`config.mk`:
```
export PLATFORM = sky130hd
export DESIGN_NAME = cpu_ctrl_fsm
export DESIGN_NICKNAME = d
export VERILOG_FILES = /design/src/rtl/cpu_pkg.sv /design/src/rtl/cpu_op_decode.sv /design/src/rtl/cpu_ctrl_fsm.sv
export SDC_FILE = /design/constraint.sdc
export NUM_CORES = 1
export LEC_CHECK = 0
export CAP_MARGIN = 10
export CORE_MARGIN = 2
export CORE_UTILIZATION = 45
export DETAILED_ROUTE_END_ITERATION = 10
export PLACE_DENSITY = 0.82
export SETUP_SLACK_MARGIN = 0.15
export SLEW_MARGIN = 20
export SYNTH_ARGS = -nofsm -noshare
export SYNTH_HDL_FRONTEND = slang
export SYNTH_SLANG_ARGS = --single-unit
```
`constraint.sdc`:
```
create_clock -name clk -period 2.3 [get_ports clk]
set_input_delay 0.69 -clock clk [delete_from_list [all_inputs] [get_ports clk]]
set_output_delay 0.69 -clock clk [all_outputs]
set_load 0.02 [all_outputs]
```
`src/rtl/cpu_pkg.sv`:
```
// Shared definitions for the accumulator CPU control path: opcodes, ALU and PC codes, FSM states.
// CTRL_SINGLE_STEP_EN adds the STEP_WAIT state used by single-step builds.
package cpu_pkg;

    localparam logic [3:0] OP_NOP   = 4'h0;
    localparam logic [3:0] OP_ADD   = 4'h1;
    localparam logic [3:0] OP_SUB   = 4'h2;
    localparam logic [3:0] OP_AND   = 4'h3;
    localparam logic [3:0] OP_OR    = 4'h4;
    localparam logic [3:0] OP_LOAD  = 4'h5;
    localparam logic [3:0] OP_STORE = 4'h6;
    localparam logic [3:0] OP_JMP   = 4'h7;
    localparam logic [3:0] OP_BZ    = 4'h8;
    localparam logic [3:0] OP_BNZ   = 4'h9;
    localparam logic [3:0] OP_HALT  = 4'hF;

    localparam logic [2:0] ALU_PASS = 3'b000;
    localparam logic [2:0] ALU_ADD  = 3'b001;
    localparam logic [2:0] ALU_SUB  = 3'b010;
    localparam logic [2:0] ALU_AND  = 3'b011;
    localparam logic [2:0] ALU_OR   = 3'b100;

    localparam logic [1:0] PC_HOLD  = 2'b00;
    localparam logic [1:0] PC_INC   = 2'b01;
    localparam logic [1:0] PC_JMP   = 2'b10;

    typedef enum logic [2:0] {
        S_IDLE,
        S_FETCH,
        S_DECODE,
        S_EXEC,
        S_MEM,
        S_WB,
        S_HALT
`ifdef CTRL_SINGLE_STEP_EN
        , S_STEP_WAIT
`endif
    } state_t;

    typedef enum logic [2:0] {
        CLS_NOP,
        CLS_ALU,
        CLS_JMP,
        CLS_BZ,
        CLS_BNZ,
        CLS_LOAD,
        CLS_STORE,
        CLS_HALT
    } op_class_t;

    // Visibility into the sequencer: current state plus the latched destination register.
    typedef struct packed {
        state_t     state;
        logic [3:0] rd;
    } dbg_t;

endpackage

```
`src/rtl/cpu_op_decode.sv`:
```
// Combinational opcode decoder: instruction class, ALU operation and illegal-opcode flag.
// Undefined opcodes decode as NOP with o_illegal set.
module cpu_op_decode
    import cpu_pkg::*;
(
    input  logic [3:0] i_opcode,
    output op_class_t  o_class,
    output logic [2:0] o_alu_op,
    output logic       o_illegal
);

    always_comb begin
        o_class   = CLS_NOP;
        o_alu_op  = ALU_PASS;
        o_illegal = 1'b0;
        case (i_opcode)
            OP_NOP:   o_class = CLS_NOP;
            OP_ADD:   begin o_class = CLS_ALU; o_alu_op = ALU_ADD; end
            OP_SUB:   begin o_class = CLS_ALU; o_alu_op = ALU_SUB; end
            OP_AND:   begin o_class = CLS_ALU; o_alu_op = ALU_AND; end
            OP_OR:    begin o_class = CLS_ALU; o_alu_op = ALU_OR;  end
            OP_LOAD:  o_class = CLS_LOAD;
            OP_STORE: o_class = CLS_STORE;
            OP_JMP:   o_class = CLS_JMP;
            OP_BZ:    o_class = CLS_BZ;
            OP_BNZ:   o_class = CLS_BNZ;
            OP_HALT:  o_class = CLS_HALT;
            default:  o_illegal = 1'b1;
        endcase
    end

endmodule

```
`src/rtl/cpu_ctrl_fsm.sv`:
```
// Multi-cycle control sequencer (fetch/decode/exec/mem/writeback) for the 16-bit accumulator CPU.
// Build option CTRL_SINGLE_STEP_EN adds a step input and parks the FSM after every retirement.
module cpu_ctrl_fsm
    import cpu_pkg::*;
#(
    parameter int CNT_W = 16
) (
    input  logic             clk,
    input  logic             rst,
    input  logic             start,
`ifdef CTRL_SINGLE_STEP_EN
    input  logic             step,
`endif
    input  logic [15:0]      instr,
    input  logic             zero_flag,
    input  logic             dmem_ready,
    output logic             pc_en,
    output logic [1:0]       pc_ctrl,
    output logic [7:0]       pc_offset,
    output logic             ir_load,
    output logic [2:0]       alu_op,
    output logic             reg_we,
    output logic             dmem_re,
    output logic             dmem_we,
    output logic             halted,
    output logic             illegal,
    output logic [CNT_W-1:0] retired,
    output dbg_t             dbg
);

    state_t           r_state;
    state_t           w_next;
    state_t           w_resume;
    logic [15:0]      r_ir;
    logic [CNT_W-1:0] r_retired;
    op_class_t        w_class;
    logic [2:0]       w_alu_op;
    logic             w_illegal;

    cpu_op_decode u_decode (
        .i_opcode  (r_ir[15:12]),
        .o_class   (w_class),
        .o_alu_op  (w_alu_op),
        .o_illegal (w_illegal)
    );

`ifdef CTRL_SINGLE_STEP_EN
    assign w_resume = S_STEP_WAIT;
`else
    assign w_resume = S_FETCH;
`endif

    always_ff @(posedge clk or negedge rst) begin
        if (!rst) begin
            r_state   <= S_IDLE;
            r_ir      <= '0;
            r_retired <= '0;
        end else begin
            r_state <= w_next;
            if (r_state == S_FETCH) r_ir <= instr;
            if (pc_en) r_retired <= r_retired + CNT_W'(1);
        end
    end

    // pc_en is raised in exactly one cycle per instruction, which is what retires it.
    always_comb begin
        w_next     = r_state;
        pc_en      = 1'b0;
        pc_ctrl    = PC_HOLD;
        ir_load    = 1'b0;
        alu_op     = ALU_PASS;
        reg_we     = 1'b0;
        dmem_re    = 1'b0;
        dmem_we    = 1'b0;
        halted     = 1'b0;
        illegal    = 1'b0;
        case (r_state)
            S_IDLE: if (start) w_next = w_resume;
            S_FETCH: begin
                ir_load = 1'b1;
                w_next  = S_DECODE;
            end
            S_DECODE: begin
                illegal = w_illegal;
                case (w_class)
                    CLS_ALU, CLS_JMP, CLS_BZ, CLS_BNZ: w_next = S_EXEC;
                    CLS_LOAD, CLS_STORE:               w_next = S_MEM;
                    CLS_HALT:                          w_next = S_HALT;
                    default:                           w_next = S_WB;
                endcase
            end
            S_EXEC: begin
                case (w_class)
                    CLS_ALU: begin
                        alu_op = w_alu_op;
                        w_next = S_WB;
                    end
                    CLS_JMP: begin
                        pc_en   = 1'b1;
                        pc_ctrl = PC_JMP;
                        w_next  = w_resume;
                    end
                    CLS_BZ, CLS_BNZ: begin
                        pc_en   = 1'b1;
                        pc_ctrl = ((w_class == CLS_BZ) == zero_flag) ? PC_JMP : PC_INC;
                        w_next  = w_resume;
                    end
                    default: w_next = S_WB;
                endcase
            end
            S_MEM: begin
                if (w_class == CLS_LOAD) begin
                    dmem_re = 1'b1;
                    if (dmem_ready) w_next = S_WB;
                end else begin
                    dmem_we = 1'b1;
                    if (dmem_ready) begin
                        pc_en   = 1'b1;
                        pc_ctrl = PC_INC;
                        w_next  = w_resume;
                    end
                end
            end
            S_WB: begin
                reg_we  = (w_class == CLS_ALU) || (w_class == CLS_LOAD);
                alu_op  = (w_class == CLS_ALU) ? w_alu_op : ALU_PASS;
                pc_en   = 1'b1;
                pc_ctrl = PC_INC;
                w_next  = w_resume;
            end
            S_HALT: halted = 1'b1;
`ifdef CTRL_SINGLE_STEP_EN
            S_STEP_WAIT: if (step) w_next = S_FETCH;
`endif
            default: w_next = S_IDLE;
        endcase
    end

    assign pc_offset = r_ir[7:0];
    assign retired   = r_retired;
    assign dbg.state = r_state;
    assign dbg.rd    = r_ir[11:8];

endmodule

```
==> results.ini <==
[global_route]
antenna_found_initial = 0
globalRouteTotalUtil_pct = 19.4
grt_max_degree = 20
grt_pass1_wl_um = 6720
grt-ovfl-total = 0
grt_pass1_vias = 1437

[sta]
tightest_slew_ns = 0.453
slew_violations = 0
relSlewSlack_pct = 69.8
whs_ns = 0.352
layout_min_cycle_time_ns = 2.23
fin_skew_ns = 0.00463
min_period_over_period_pct = 97.1
final_hold_viol_count = 0
rsz0062_at_grt = yes
final-setup-viol-count = 0
fmax_ghz = 0.448

[synth]
yosysTopAreaCell = dfrtp_1
netlist_instances = 167
ys_seq_elements = 35
synth.area.top_cells = dfrtp_1 47%, mux2_2 9.6%, xnor2_1 6.1%
syn-num-nets = 189
synthArstFlopShare_pct = 100
synth_edf_count = 0
yosysSeqAreaShare_pct = 46.7
ys_warn_count = 0
synth_area_um2 = 1880
synth.distinct_cells = 41
syn_area_per_cell_um2 = 11.2
synthFlopType = dfrtp_1
netlist.area_leader.share_pct = 46.7

[clock_network]
clockBufferDepth = 2
cts.sinks = 35
cts_root_buf = clkbuf_8
hold_buffers = 0
htree_levels = 2
cts.clk_slew.worst_paths_ns = 0.07
cts_tree = built
clk_latency_ns = 0.28
cts_buffers = 5

[routing]
vias_per_cell = 5.04
routed.top_layer = met4
routed_wirelength_um = 4250
first_iter_violations = 69
wl_met2_um = 2100
dr.pass1.iters = 4
route.met3.wl_um = 260
ant_nets = 0
vias = 1507
wl_met1_um = 1870
drcViolationCount = 0
wl_per_cell_um = 14.2

[die]
io_pins = 64
core_um2 = 4000
start_util_pct = 46.9
rows = 23
dieWidth_um = 68.6
die-area_um2 = 4700
die_h_um = 68.6

[critical_path]
ff2ff_setup_slack_ns = 0.35
crit_arrival_ns = 1.54
slowest_delay_ns = 0.44
crit_path_start_kind = register
startpoint = r_state[1]
cp_slowest_cell = dfrtp_2
crit_buf_inv = 2
end_kind = output pin
cp_top_family = flip-flops
path_class = reg2out
cp_common_cell = buf_6
path_max_fanout = 5
cp_cell_sequence = and2b_2 -> buf_6 -> nand2_4 -> o21ai_2 -> a32o_2 -> buf_6
worst_ep_required_time_ns = 1.61
timing.rr.start = r_ir[13]

[layout]
layout_commonest_cell = clkdlybuf4s50_1
final_cells = 299
drive_gt1_share_pct = 39.8
diodes = 0
nets = 270
layout_common_cells = 45 x clkdlybuf4s50_1, 30 x buf_4, 30 x dfrtp_1
fin_area_um2 = 2890
area_delta_synth_final_pct = 53.8

[power]
cellPowerDensity_nw_per_um2 = 1330
peakVddDrop_mv = 0.710
p_leak_nw = 1.21
total_power_mw = 3.83

[place]
placedInstanceArea_um2 = 2670
dp.cells = 285
io_buffers = 63
gp_congestion = 0.804
dp_hpwl_um = 3000

[run]
max-cap-violations = 0

[min_path]
hp-class = in2async

[run_status]
status = finished, final reports clean

-- cells in the mapped netlist (2+ instances only) --
cell type  number
nor2_1          3
nand3_1         8
clkbuf_1        4
nor3_1          4
nor2b_1         3
buf_4          12
nor4_1          3
and3_1          2
nand2_1        13
dfrtp_1        35
nor3b_1         2
mux2_2         16
nor4b_1         2
xnor2_1        13
a21oi_1         6
xor2_1          5
nand4_1         2
o21ai_0         4
buf_2           4
nand2b_1        5
-- cell type report --
class	instances	area, um2
timing repair buffer	95	857
multi-input combinational	110	980
fill	306	1110
inverter	1	3.75
sequential	35	882
clock buffer	8	100
tap	50	62.6
-- routing by layer --
layer	vias to the layer above	GRT usage, %
met3	2	5.52
met1	720	25.0
met5	-	0
met2	47	31.6
met4	0	6.00
li1	738	-
-- worst paths after layout --
path,to,cells past startpoint
max,pc_ctrl[0],6
min,r_ir[9],1
max reg2reg,retired[9],8
min reg2reg,retired[15],1
max in group asynchronous,r_state[0],2
min in group clk,retired[15],1
-- worst reg2reg max path, stage by stage (launching register included) --
cell      delay [ns]
dfrtp_2         0.43
buf_6           0.13
nor3b_4         0.26
buf_6           0.16
o211ai_4        0.08
buf_4           0.16
a211oi_4        0.32
nand4_1         0.16
xnor2_1         0.14
-- report_power, final --
group / switching (mW) / internal (mW)
clock: 0.206 / 0.273
sequential: 0.237 / 0.854
combinational: 1.08 / 1.19
total: 1.52 / 2.31
-- sequential cells by signal, summed over array words and instances, names as in the netlist --
signal   count
retired     16
r_state      3
r_ir        16
-- logic make-up (layout without fill, tap and decap cells) --
group,count (synthesis),in the layout,share of synthesized area (%)
muxes,17,17,10.2
DFF,35,35,46.7
and+or+nand+nor,53,53,16.6
AOI/OAI and AO/OA,21,21,9.94
adders and majority gates,1,1,0.667
buffers and inverters,22,104,7.47
xor gates and xnor gates,18,18,8.41
-- timing repair --
| action | CTS | global route |
|---|---|---|
| cloned | 0 | 0 |
| setup endpoints to repair | 17 | 12 |
| gates resized for setup | 75 | 23 |
| buffers inserted | 5 | 1 |
| pin swaps | 9 | 6 |
-- stage by stage --
step                setup TNS (ns)  util [%]  worst slack, ns
global placement             -3.13      66.7           -0.635
global route                     0      72.1          0.00565
floorplan                        0         -           0.0358
finish                           0      72.1           0.0657
detailed placement           -3.18      66.7           -0.623
CTS                              0      70.1          0.00370
(Power assumes the default switching activity.)
